<file path="src/rtl/rv32i_ctrl_pkg.sv">
// Shared types for the RV32I multi-cycle controller: FSM states, opcode classes,
// ALU operand-B select encoding and trap causes.
package rv32i_ctrl_pkg;

    typedef enum logic [3:0] {
        ST_FETCH,
        ST_DECODE,
        ST_EXEC_ALU,
        ST_ADDR_CALC,
        ST_MEM_LOAD,
        ST_MEM_STORE,
        ST_WB_ALU,
        ST_WB_LOAD,
        ST_TRAP
    } ctrl_state_e;

    localparam logic [6:0] OP_RTYPE = 7'b0110011;
    localparam logic [6:0] OP_ITYPE = 7'b0010011;
    localparam logic [6:0] OP_LOAD  = 7'b0000011;
    localparam logic [6:0] OP_STORE = 7'b0100011;

    typedef enum logic [1:0] {
        SRCB_RS2  = 2'd0,
        SRCB_IMM  = 2'd1,
        SRCB_FOUR = 2'd2
    } alu_src_b_e;

    typedef enum logic [1:0] {
        CAUSE_NONE        = 2'd0,
        CAUSE_ILLEGAL     = 2'd1,
        CAUSE_MEM_TIMEOUT = 2'd2
    } trap_cause_e;

endpackage

</file>
<file path="src/rtl/rv32i_multicycle_ctrl_if.sv">
// Shared instruction/data memory handshake between the controller (master)
// and the memory (slave).
interface rv32i_multicycle_ctrl_if;

    logic mem_req;
    logic mem_we;
    logic mem_addr_sel;
    logic mem_ready;

    modport master (
        output mem_req,
        output mem_we,
        output mem_addr_sel,
        input  mem_ready
    );

    modport slave (
        input  mem_req,
        input  mem_we,
        input  mem_addr_sel,
        output mem_ready
    );

endinterface

</file>
<file path="src/rtl/rv32i_multicycle_ctrl_timeout.sv">
// Memory wait watchdog: counts cycles an access stays outstanding and flags
// expiry when the limit is reached with the memory still not ready.
module mem_timeout_ctr #(
    parameter int MEM_TIMEOUT = 255,
    localparam int TO_W = $clog2(MEM_TIMEOUT + 1)
) (
    input  logic clk,
    input  logic rst,
    input  logic active,
    input  logic done,
    output logic expired
);

    localparam logic [TO_W-1:0] LIMIT = TO_W'(MEM_TIMEOUT);

    logic [TO_W-1:0] count;

    // The count saturates at LIMIT so a held expiry never wraps back to zero.
    always_ff @(posedge clk) begin
        if (rst || !active || done) begin
            count <= '0;
        end else if (count != LIMIT) begin
            count <= count + TO_W'(1);
        end
    end

    assign expired = active && !done && (count == LIMIT);

endmodule

</file>
<file path="src/rtl/rv32i_multicycle_ctrl.sv">
// Multi-cycle RV32I control FSM over a single shared memory port.
// Optional performance counters are enabled with RV32I_CTRL_PERF_EN.
module rv32i_multicycle_ctrl
    import rv32i_ctrl_pkg::*;
#(
    parameter int MEM_TIMEOUT = 255
) (
    input  logic                     clk,
    input  logic                     rst,
    input  logic [6:0]               opcode,
    rv32i_multicycle_ctrl_if.master  mem,
    output logic                     ir_write,
    output logic                     pc_write,
    output logic                     alu_src_a,
    output logic [1:0]               alu_src_b,
    output logic                     reg_write,
    output logic                     wb_sel,
    output logic                     instr_retired,
    output logic                     trap,
    output logic [1:0]               trap_cause
`ifdef RV32I_CTRL_PERF_EN
    ,
    output logic [31:0]              cycle_count,
    output logic [31:0]              retired_count
`endif
);

    ctrl_state_e state, next_state;
    trap_cause_e cause_q, next_cause;
    alu_src_b_e  srcb_c;
    logic        req_c;
    logic        expired;

    mem_timeout_ctr #(.MEM_TIMEOUT(MEM_TIMEOUT)) u_timeout (
        .clk     (clk),
        .rst     (rst),
        .active  (req_c),
        .done    (mem.mem_ready),
        .expired (expired)
    );

    always_ff @(posedge clk) begin
        if (rst) begin
            state   <= ST_FETCH;
            cause_q <= CAUSE_NONE;
        end else begin
            state   <= next_state;
            cause_q <= next_cause;
        end
    end

    // Outputs are forced low while rst is high because the reset is synchronous
    // and the state register still holds the pre-reset state during that cycle.
    always_comb begin
        next_state       = state;
        next_cause       = cause_q;
        req_c            = 1'b0;
        mem.mem_we       = 1'b0;
        mem.mem_addr_sel = 1'b0;
        ir_write         = 1'b0;
        pc_write         = 1'b0;
        alu_src_a        = 1'b0;
        srcb_c           = SRCB_RS2;
        reg_write        = 1'b0;
        wb_sel           = 1'b0;
        instr_retired    = 1'b0;
        trap             = 1'b0;
        if (!rst) begin
            case (state)
                ST_FETCH: begin
                    req_c     = 1'b1;
                    alu_src_a = 1'b1;
                    srcb_c    = SRCB_FOUR;
                    if (mem.mem_ready) begin
                        ir_write   = 1'b1;
                        pc_write   = 1'b1;
                        next_state = ST_DECODE;
                    end else if (expired) begin
                        next_state = ST_TRAP;
                        next_cause = CAUSE_MEM_TIMEOUT;
                    end
                end
                ST_DECODE: begin
                    case (opcode)
                        OP_RTYPE, OP_ITYPE: next_state = ST_EXEC_ALU;
                        OP_LOAD, OP_STORE:  next_state = ST_ADDR_CALC;
                        default: begin
                            next_state = ST_TRAP;
                            next_cause = CAUSE_ILLEGAL;
                        end
                    endcase
                end
                ST_EXEC_ALU: begin
                    srcb_c     = (opcode == OP_RTYPE) ? SRCB_RS2 : SRCB_IMM;
                    next_state = ST_WB_ALU;
                end
                ST_ADDR_CALC: begin
                    srcb_c     = SRCB_IMM;
                    next_state = (opcode == OP_LOAD) ? ST_MEM_LOAD : ST_MEM_STORE;
                end
                ST_MEM_LOAD: begin
                    req_c            = 1'b1;
                    mem.mem_addr_sel = 1'b1;
                    if (mem.mem_ready) begin
                        next_state = ST_WB_LOAD;
                    end else if (expired) begin
                        next_state = ST_TRAP;
                        next_cause = CAUSE_MEM_TIMEOUT;
                    end
                end
                ST_MEM_STORE: begin
                    req_c            = 1'b1;
                    mem.mem_we       = 1'b1;
                    mem.mem_addr_sel = 1'b1;
                    if (mem.mem_ready) begin
                        instr_retired = 1'b1;
                        next_state    = ST_FETCH;
                    end else if (expired) begin
                        next_state = ST_TRAP;
                        next_cause = CAUSE_MEM_TIMEOUT;
                    end
                end
                ST_WB_ALU, ST_WB_LOAD: begin
                    reg_write     = 1'b1;
                    wb_sel        = (state == ST_WB_LOAD);
                    instr_retired = 1'b1;
                    next_state    = ST_FETCH;
                end
                ST_TRAP: begin
                    trap = 1'b1;
                end
                default: begin
                    next_state = ST_FETCH;
                end
            endcase
        end
    end

    assign mem.mem_req = req_c;
    assign alu_src_b   = srcb_c;
    assign trap_cause  = rst ? 2'b00 : cause_q;

`ifdef RV32I_CTRL_PERF_EN
    logic [31:0] cycle_q, retired_q;

    always_ff @(posedge clk) begin
        if (rst) begin
            cycle_q   <= '0;
            retired_q <= '0;
        end else begin
            cycle_q <= cycle_q + 32'd1;
            if (instr_retired) begin
                retired_q <= retired_q + 32'd1;
            end
        end
    end

    assign cycle_count   = rst ? 32'd0 : cycle_q;
    assign retired_count = rst ? 32'd0 : retired_q;
`endif

endmodule
</file>
<file path="src/flat_wrapper.sv">
// flat-port wrapper written by rule: the top's interface ports become plain ports
module rv32i_multicycle_ctrl_flat import rv32i_ctrl_pkg::*;
#(
    parameter int MEM_TIMEOUT = 255
)
  (clk, rst, opcode, ir_write, pc_write, alu_src_a, alu_src_b, reg_write, wb_sel, instr_retired, trap, trap_cause, mem_mem_req, mem_mem_we, mem_mem_addr_sel, mem_mem_ready);
  rv32i_multicycle_ctrl_if mem_i ();
  input  logic clk;
  input  logic rst;
  input  logic [6:0] opcode;
  output logic ir_write;
  output logic pc_write;
  output logic alu_src_a;
  output logic [1:0] alu_src_b;
  output logic reg_write;
  output logic wb_sel;
  output logic instr_retired;
  output logic trap;
  output logic [1:0] trap_cause;
  output wire logic [$bits(mem_i.mem_req)-1:0] mem_mem_req;
  output wire logic [$bits(mem_i.mem_we)-1:0] mem_mem_we;
  output wire logic [$bits(mem_i.mem_addr_sel)-1:0] mem_mem_addr_sel;
  input wire logic [$bits(mem_i.mem_ready)-1:0] mem_mem_ready;
  assign mem_mem_req = mem_i.mem_req;
  assign mem_mem_we = mem_i.mem_we;
  assign mem_mem_addr_sel = mem_i.mem_addr_sel;
  assign mem_i.mem_ready = mem_mem_ready;
  rv32i_multicycle_ctrl #(.MEM_TIMEOUT(MEM_TIMEOUT)) u_core (.clk(clk), .rst(rst), .opcode(opcode), .mem(mem_i), .ir_write(ir_write), .pc_write(pc_write), .alu_src_a(alu_src_a), .alu_src_b(alu_src_b), .reg_write(reg_write), .wb_sel(wb_sel), .instr_retired(instr_retired), .trap(trap), .trap_cause(trap_cause));
endmodule
</file>
<file path="config.mk">
export PLATFORM = sky130hd
export DESIGN_NAME = rv32i_multicycle_ctrl_flat
export DESIGN_NICKNAME = d
export VERILOG_FILES = /design/src/rtl/rv32i_ctrl_pkg.sv /design/src/rtl/rv32i_multicycle_ctrl_if.sv /design/src/rtl/rv32i_multicycle_ctrl_timeout.sv /design/src/rtl/rv32i_multicycle_ctrl.sv /design/src/flat_wrapper.sv
export SDC_FILE = /design/constraint.sdc
export NUM_CORES = 1
export LEC_CHECK = 0
export ABC_AREA = 1
export ABC_CLOCK_PERIOD_IN_PS = 2910
export BUFFER_PORTS_ARGS = -buffer_cell sky130_fd_sc_hd__buf_2
export CAP_MARGIN = 5
export CORE_ASPECT_RATIO = 0.9
export CORE_MARGIN = 1.5
export CORE_UTILIZATION = 50
export CTS_CLUSTER_SIZE = 16
export DETAILED_ROUTE_END_ITERATION = 12
export PLACE_DENSITY = 0.78
export SYNTH_ARGS = -nofsm -noshare
export SYNTH_HDL_FRONTEND = slang
export SYNTH_SLANG_ARGS = --single-unit
</file>
<file path="constraint.sdc">
create_clock -name clk -period 2.91 [get_ports clk]
set_clock_uncertainty 0.15 [all_clocks]
set_input_delay 0.582 -clock clk [delete_from_list [all_inputs] [get_ports clk]]
set_output_delay 0.582 -clock clk [all_outputs]
set_load 0.005 [all_outputs]
</file>
==> run summary, run 1 <==
## STA
- **Period Utilization, post-route** 71.8%
- **final period demand of the worst path** 2.09 ns
- **relative slew slack** 80.3%
- **post-layout worst setup margin** 0.821 ns
- **slew at the pin with the worst max-slew slack** 0.294 ns
- **setup-violating endpoint count in the final report** 0
- **Slew Viols, Final** 0
- **setup repair after global routing missed its margin** no
- **final hold violations** 0
- **total negative setup slack** 0 ns
- **upper clock frequency limit** 0.479 GHz

## Pwr
- **sum of internal, switching and leakage power** 0.000431 W
- **maximum vdd drop** 0.237 mV
- **Leakage Power** 0.589 nW
- **Power Dens Cells** 379 nW/µm²

## Place
- **final weighted congestion of routability-driven global placement** 0.812
- **Cell Area, Placed** 1110 µm²
- **Port Buffers** 23
- **setup slack after placement** 0.870 ns
- **sum of net half-perimeters after detailed placement** 1.48 mm

## Floorplanning
- **Starting Density** 52.0%
- **boundary pin count** 24
- **die boundary height** 45.1 µm
- **Die X-Extent** 49.8 µm
- **full die area** 2250 µm²
- **Core Region** 1900 µm²
- **placement row count** 15

## Cells and area
- **area of combinational cells with multiple inputs** 591 µm²
- **signed area change from the synthesized netlist to the final layout** 15.2%
- **fill cell total of the finished layout** 179
- **area used by sequential logic in the layout** 280 µm²
- **NumNets Final** 174
- **number of diodes** 0
- **ratio of cells with drive above 1 in the final layout** 33.5%
- **post-route cell area** 1140 µm²

## Clock network
- **clk_lat worst skew** 0.28 ns
- **total number of H-tree levels** 1
- **Clk Tree Root Cell** clkbuf_4
- **Resized Gates After CTS** 0
- **maximum count of clock buffers along a single path** 2
- **clock tree from TritonCTS** done
- **Post-CTS Setup Bufs** 0
- **number of CTS-inserted buffers** 3
- **Sink Count** 14
- **Clk pin slew, worst setup/hold paths** 0.08 ns
- **post-cts hold buffer count** 0

## Synth
- **net count after synthesis** 149
- **register bit count reported by yosys** 14
- **total standard cell area after synthesis** 986 µm²
- **Synth warnings** 0
- **count of mapped cells out of synthesis** 138
- **number of distinct library cell variants in the gate-level netlist after synthesis** 26
- **post-synthesis area per instance** 7.14 µm²
- **part of the Yosys area used for sequential elements** 28.4%

## Run
- **max_cap viols** 0

## Critical path
- **reg2reg end** u_core.u_timeout.count[3]$_SDFFE_PP0P_
- **critical path capture point** alu_src_b[0]
- **Worst Path Max Fanout** 5
- **critical path data required time** 2.18 ns
- **Worst EP arrival** 1.36 ns
- **Worst R2R Setup Slack** 1.34 ns
- **worst setup path start** u_core.state[1]$_SDFFE_PP0P_
- **R2R cell count** 7
- **startpoint of the most critical register-to-register path** u_core.u_timeout.count[0]$_SDFFE_PP0P_
- **startpoint class of the critical path** register
- **Crit Path Category** reg2out
- **critical path capture point type** output pin

## Detailed routing
- **overall routed net length** 1.82 mm
- **number of search-and-repair iterations in the first detailed-routing pass** 4
- **vias per inst** 4.89
- **Iter 0 DRT Violations** 23
- **DRC Markers** 0
- **Routed wire per std cell** 9.76 µm
- **number of antenna-violating nets in the routed design** 0
- **total via count after detailed routing** 909

## Outcome
- **status** finished, final reports clean

## Global route
- **GR Overflow Total** 0
- **global-route wire length before repair** 3.20 mm
- **number of antenna violations at the first check in global routing** 0
- **global routing usage summed across all routing layers** 18.5%
- **maximum number of pins on one net before global-route repair** 12
- **via count of the first global-routing pass** 798

## Worst hold path
- **class of the worst hold path** reg2reg

layout make-up:
type	instances	share of cell area (%)
multi-input combinational	96	52.0
clock buffer	3	1.98
sequential	14	24.7
timing repair buffer	23	10.1
tap	25	2.75
inverter	25	8.48
power by group:
part	total [W]	internal [W]	switching, W
combinational	0.000111	0.0000439	0.0000671
clock	0.000107	0.0000480	0.0000591
sequential	0.000213	0.000202	0.0000112
placed cells by master (no fill, tap or decap), drive strengths merged:
| cell | netlist | final |
|---|---|---|
| a21oi | 9 | 9 |
| a31oi | 2 | 2 |
| a41oi | 1 | 1 |
| buf | 2 | 23 |
| clkbuf | 1 | 3 |
| dfxtp | 14 | 14 |
| ha | 1 | 1 |
| inv | 25 | 25 |
| nand2 | 31 | 31 |
| nand3 | 11 | 11 |
| nand4 | 3 | 3 |
| nor2 | 21 | 21 |
| nor3 | 7 | 7 |
| o21ai | 7 | 7 |
| o31ai | 1 | 1 |
| or2 | 1 | 1 |
| xor2 | 1 | 1 |
layer usage:
layer | share of wire, % | GRT usage [%]
met3 | 2.7 | 1.99
met1 | 45 | 21.4
met4 | 1.6 | 9.44
met5 | 0 | 0
met2 | 51 | 34.4
critical path: stages (launching register included):
cell and delay (ns):
dfxtp_1 0.50, inv_2 0.11, nor2_1 0.13, nand2_1 0.06, a41oi_1 0.14, buf_2 0.14
how the worst min path moves through the flow:
| stage | start | endpoint | slack, ns | cells after the start |
|---|---|---|---|---|
| 2_1_floorplan | u_core.u_timeout.count[0]$_SDFFE_PP0P_ | u_core.u_timeout.count[0]$_SDFFE_PP0P_ | 0.32 | 2 |
| 3_3_place_gp | u_core.u_timeout.count[0]$_SDFFE_PP0P_ | u_core.u_timeout.count[0]$_SDFFE_PP0P_ | 0.34 | 2 |
| 3_5_place_dp | u_core.u_timeout.count[0]$_SDFFE_PP0P_ | u_core.u_timeout.count[0]$_SDFFE_PP0P_ | 0.35 | 2 |
| 4_1_cts | u_core.u_timeout.count[0]$_SDFFE_PP0P_ | u_core.u_timeout.count[0]$_SDFFE_PP0P_ | 0.36 | 2 |
| 5_1_grt | u_core.u_timeout.count[1]$_SDFFE_PP0P_ | u_core.u_timeout.count[1]$_SDFFE_PP0P_ | 0.38 | 2 |
| 6_report | u_core.u_timeout.count[0]$_SDFFE_PP0P_ | u_core.u_timeout.count[0]$_SDFFE_PP0P_ | 0.35 | 2 |
registers in the layout (all words and copies together), names as in the netlist:
signal and flops:
u_core.state 4, u_core.cause_q 2, u_core.u_timeout.count 8
cells in the mapped netlist (all sizes together):
cell type,instances,area (µm²)
a41oi,1,8.76
o21ai,7,42.5
inv,25,96.4
xor2,1,8.76
ha,1,12.5
o31ai,1,7.51
or2,1,6.26
clkbuf,1,3.75
dfxtp,14,280
nand3,11,95.1
a21oi,9,45.0
a31oi,2,12.5
nor3,7,57.6
nand2,31,136
buf,2,15.0
nor2,21,139
nand4,3,18.8
stage by stage:
step | hold WS [ns] | instances | util [%]
6_report | 0.351 | 186 | 59.9
5_1_grt | 0.379 | 186 | 59.9
4_1_cts | 0.356 | 186 | 59.9
3_5_place_dp | 0.345 | 183 | 58.7
3_3_place_gp | 0.336 | 183 | 58.7
2_1_floorplan | 0.319 | 138 | -
cells by family (layout without fill, tap and decap cells):
family                   Yosys count  count (layout)  share of synthesized area (%)
AND/OR/NAND/NOR                   74              74                           45.9
buffers and inverters             28              51                           11.7
AO/OA/AOI/OAI                     20              20                           11.8
flip-flops                        14              14                           28.4
adder cells (fa/ha/maj)            1               1                           1.27
XOR/XNOR                           1               1                          0.888
Note: power is estimated with default switching activity, not from simulation.
==> run 2: changes to the inputs <==
- ABC_CLOCK_PERIOD_IN_PS: 2910 -> 1700
- CORE_UTILIZATION: 50 -> 47
- PLACE_DENSITY: 0.78 -> 0.77
- clock period: 2.91 -> 1.7 ns (I/O delays scaled with it)
==> run 2 against run 1 <==
Effect of this change: register-to-register slack worse by 1.3 ns; sequential share of layout area down 1.3 points; global-route usage up 0.38 points; clock power up 73%; routed wire length up 12%; die area up 6.0%; via count up 5.0%; combinational power up 100%; core utilization up 3.8 points; flip-flop and latch count unchanged; setup slack worse by 0.81 ns; total power up 79%; critical path type unchanged; largest cell class unchanged.
==> run summary, run 2 (synthesis results as in run 1) <==
## STA
- **Slew Viols, Final** 0, unchanged
- **setup repair after global routing missed its margin** yes
- **upper clock frequency limit** 0.592 GHz
- **post-layout worst setup margin** 0.0118 ns, -0.809 ns
- **setup-violating endpoint count in the final report** 0, unchanged
- **slew at the pin with the worst max-slew slack** 0.276 ns, -0.0183 ns
- **Period Utilization, post-route** 99.3%
- **final hold violations** 0, unchanged
- **final period demand of the worst path** 1.69 ns
- **relative slew slack** 81.6%, +1.2 points

## Outcome
- **status** finished, final reports clean

## Global route
- **GR Overflow Total** 0, unchanged
- **global-route wire length before repair** 3.30 mm, +3.0%
- **global routing usage summed across all routing layers** 18.9%, +0.38 points
- **maximum number of pins on one net before global-route repair** 12, unchanged
- **via count of the first global-routing pass** 800, +0.25%
- **number of antenna violations at the first check in global routing** 0, unchanged

## Worst hold path
- **class of the worst hold path** in2reg

## Pwr
- **maximum vdd drop** 0.437 mV, +84%
- **Power Dens Cells** 621 nW/µm², +64%
- **Leakage Power** 0.634 nW, +7.5%

## Detailed routing
- **number of search-and-repair iterations in the first detailed-routing pass** 4, unchanged
- **Routed wire per std cell** 10.5 µm, +7.7%
- **WL met1** 893 µm, +11%
- **overall routed net length** 2.03 mm, +12%
- **total via count after detailed routing** 954, +5.0%
- **Met3 Wirelength** 82 µm, +67%
- **vias per inst** 4.94, +1.1%
- **met2 wire length** 1.01 mm, +8.7%
- **number of antenna-violating nets in the routed design** 0, unchanged
- **Iter 0 DRT Violations** 12, -48%
- **DRC Markers** 0, unchanged
- **highest metal used** met4

## Critical path
- **critical path data required time** 1.21 ns, -0.97 ns
- **startpoint class of the critical path** register
- **Crit Path Category** reg2out
- **critical path capture point type** output pin
- **Worst EP arrival** 1.20 ns, -0.16 ns
- **Worst R2R Setup Slack** 0.09 ns, -1.25 ns
- **Worst Path Max Fanout** 4, -1

## Clock network
- **maximum count of clock buffers along a single path** 2, unchanged
- **clk_lat worst skew** 0.28 ns, about the same
- **number of CTS-inserted buffers** 3, unchanged
- **post-cts hold buffer count** 0, unchanged
- **Clk Tree Root Cell** clkbuf_4
- **Sink Count** 14, unchanged
- **clock tree from TritonCTS** done
- **total number of H-tree levels** 1, unchanged
- **Clk pin slew, worst setup/hold paths** 0.08 ns, about the same

## Cells and area
- **ratio of cells with drive above 1 in the final layout** 42.3%, +8.7 points
- **commonest non-fill, non-tap cell in the layout** nand2_1
- **signed area change from the synthesized netlist to the final layout** 26.1%
- **commonest cells after routing, fill and taps aside** 25 x nand2_1, 23 x buf_2, 20 x inv_1
- **number of diodes** 0, unchanged
- **leading registers by flop count** u_core.u_timeout.count (8), u_core.state (4), u_core.cause_q (2)
- **NumNets Final** 181, +4.0%
- **number of standard cells in the layout, taps in and fillers out** 193, +3.8%
- **Top reg by flops** u_core.u_timeout.count
- **flip-flop count of the largest register, all copies and words added** 8, unchanged

## Floorplanning
- **placement row count** 15, unchanged
- **die boundary height** 46.5 µm, +2.9%
- **full die area** 2380 µm², +6.0%
- **Core Region** 1950 µm², +3.0%
- **boundary pin count** 24, unchanged
- **Starting Density** 50.5%, -1.5 points
- **Die X-Extent** 51.3 µm, +3.0%

## Place
- **final weighted congestion of routability-driven global placement** 0.777, -4.2%
- **sum of net half-perimeters after detailed placement** 1.51 mm, +2.0%
- **placed insts** 184, +0.55%
- **setup slack after placement** 0.113 ns, -0.757 ns
- **Port Buffers** 23, unchanged

## Run
- **max_cap viols** 0, unchanged

==> run 2: layout make-up <==
type	instances	area, µm²
sequential	14	290
fill	177	708
timing repair buffer	30	168
multi-input combinational	96	633
tap	25	31.3
clock buffer	3	22.5
inverter	25	98.8
==> run 2: per-layer routing <==
| metal | up-vias | track usage, % |
|---|---|---|
| li1 | 502 | - |
| met1 | 421 | 20.6 |
| met2 | 26 | 35.3 |
| met3 | 5 | 2.92 |
| met4 | 0 | 11.1 |
| met5 | - | 0 |
==> run 2: worst max-delay path, stage by stage (launching register included) <==
cell and delay, ns:
dfxtp_2 0.37, inv_2 0.09, nand3_4 0.11, nor3_4 0.13
nand2_1 0.06, nand2_1 0.05, buf_2 0.10
==> run 2: worst paths after layout <==
check	from	endpoint	depth (start not counted)
max	u_core.state[3]$_SDFFE_PP0P_	instr_retired	6
min	mem_mem_ready	u_core.state[1]$_SDFFE_PP0P_	3
max reg2reg	u_core.u_timeout.count[0]$_SDFFE_PP0P_	u_core.u_timeout.count[3]$_SDFFE_PP0P_	7
min reg2reg	u_core.u_timeout.count[0]$_SDFFE_PP0P_	u_core.u_timeout.count[0]$_SDFFE_PP0P_	2
==> run 2: stage by stage <==
stage               TNS (ns)  instance area (µm²)  hold WS [ns]  total power, W  utilization (%)
floorplan                  0                  986         0.319        0.000516                -
global placement           0                 1120         0.329        0.000559             57.4
detailed placement         0                 1120         0.348        0.000564             57.4
CTS                        0                 1190         0.222        0.000766             60.9
global route         -0.0529                 1240         0.251        0.000820             63.7
finish                     0                 1240         0.238        0.000772             63.7
==> run 2: repair_timing <==
| item | CTS | global route |
|---|---|---|
| pin swaps | 1 | 4 |
| setup buffers | 2 | 4 |
| resized for setup | 10 | 6 |
| setup endpoints to repair | 7 | 7 |
==> run 2: where the power goes <==
part           internal, W  switching, W
clock            0.0000823      0.000103
sequential        0.000344     0.0000184
combinational    0.0000940      0.000131
total             0.000520      0.000252
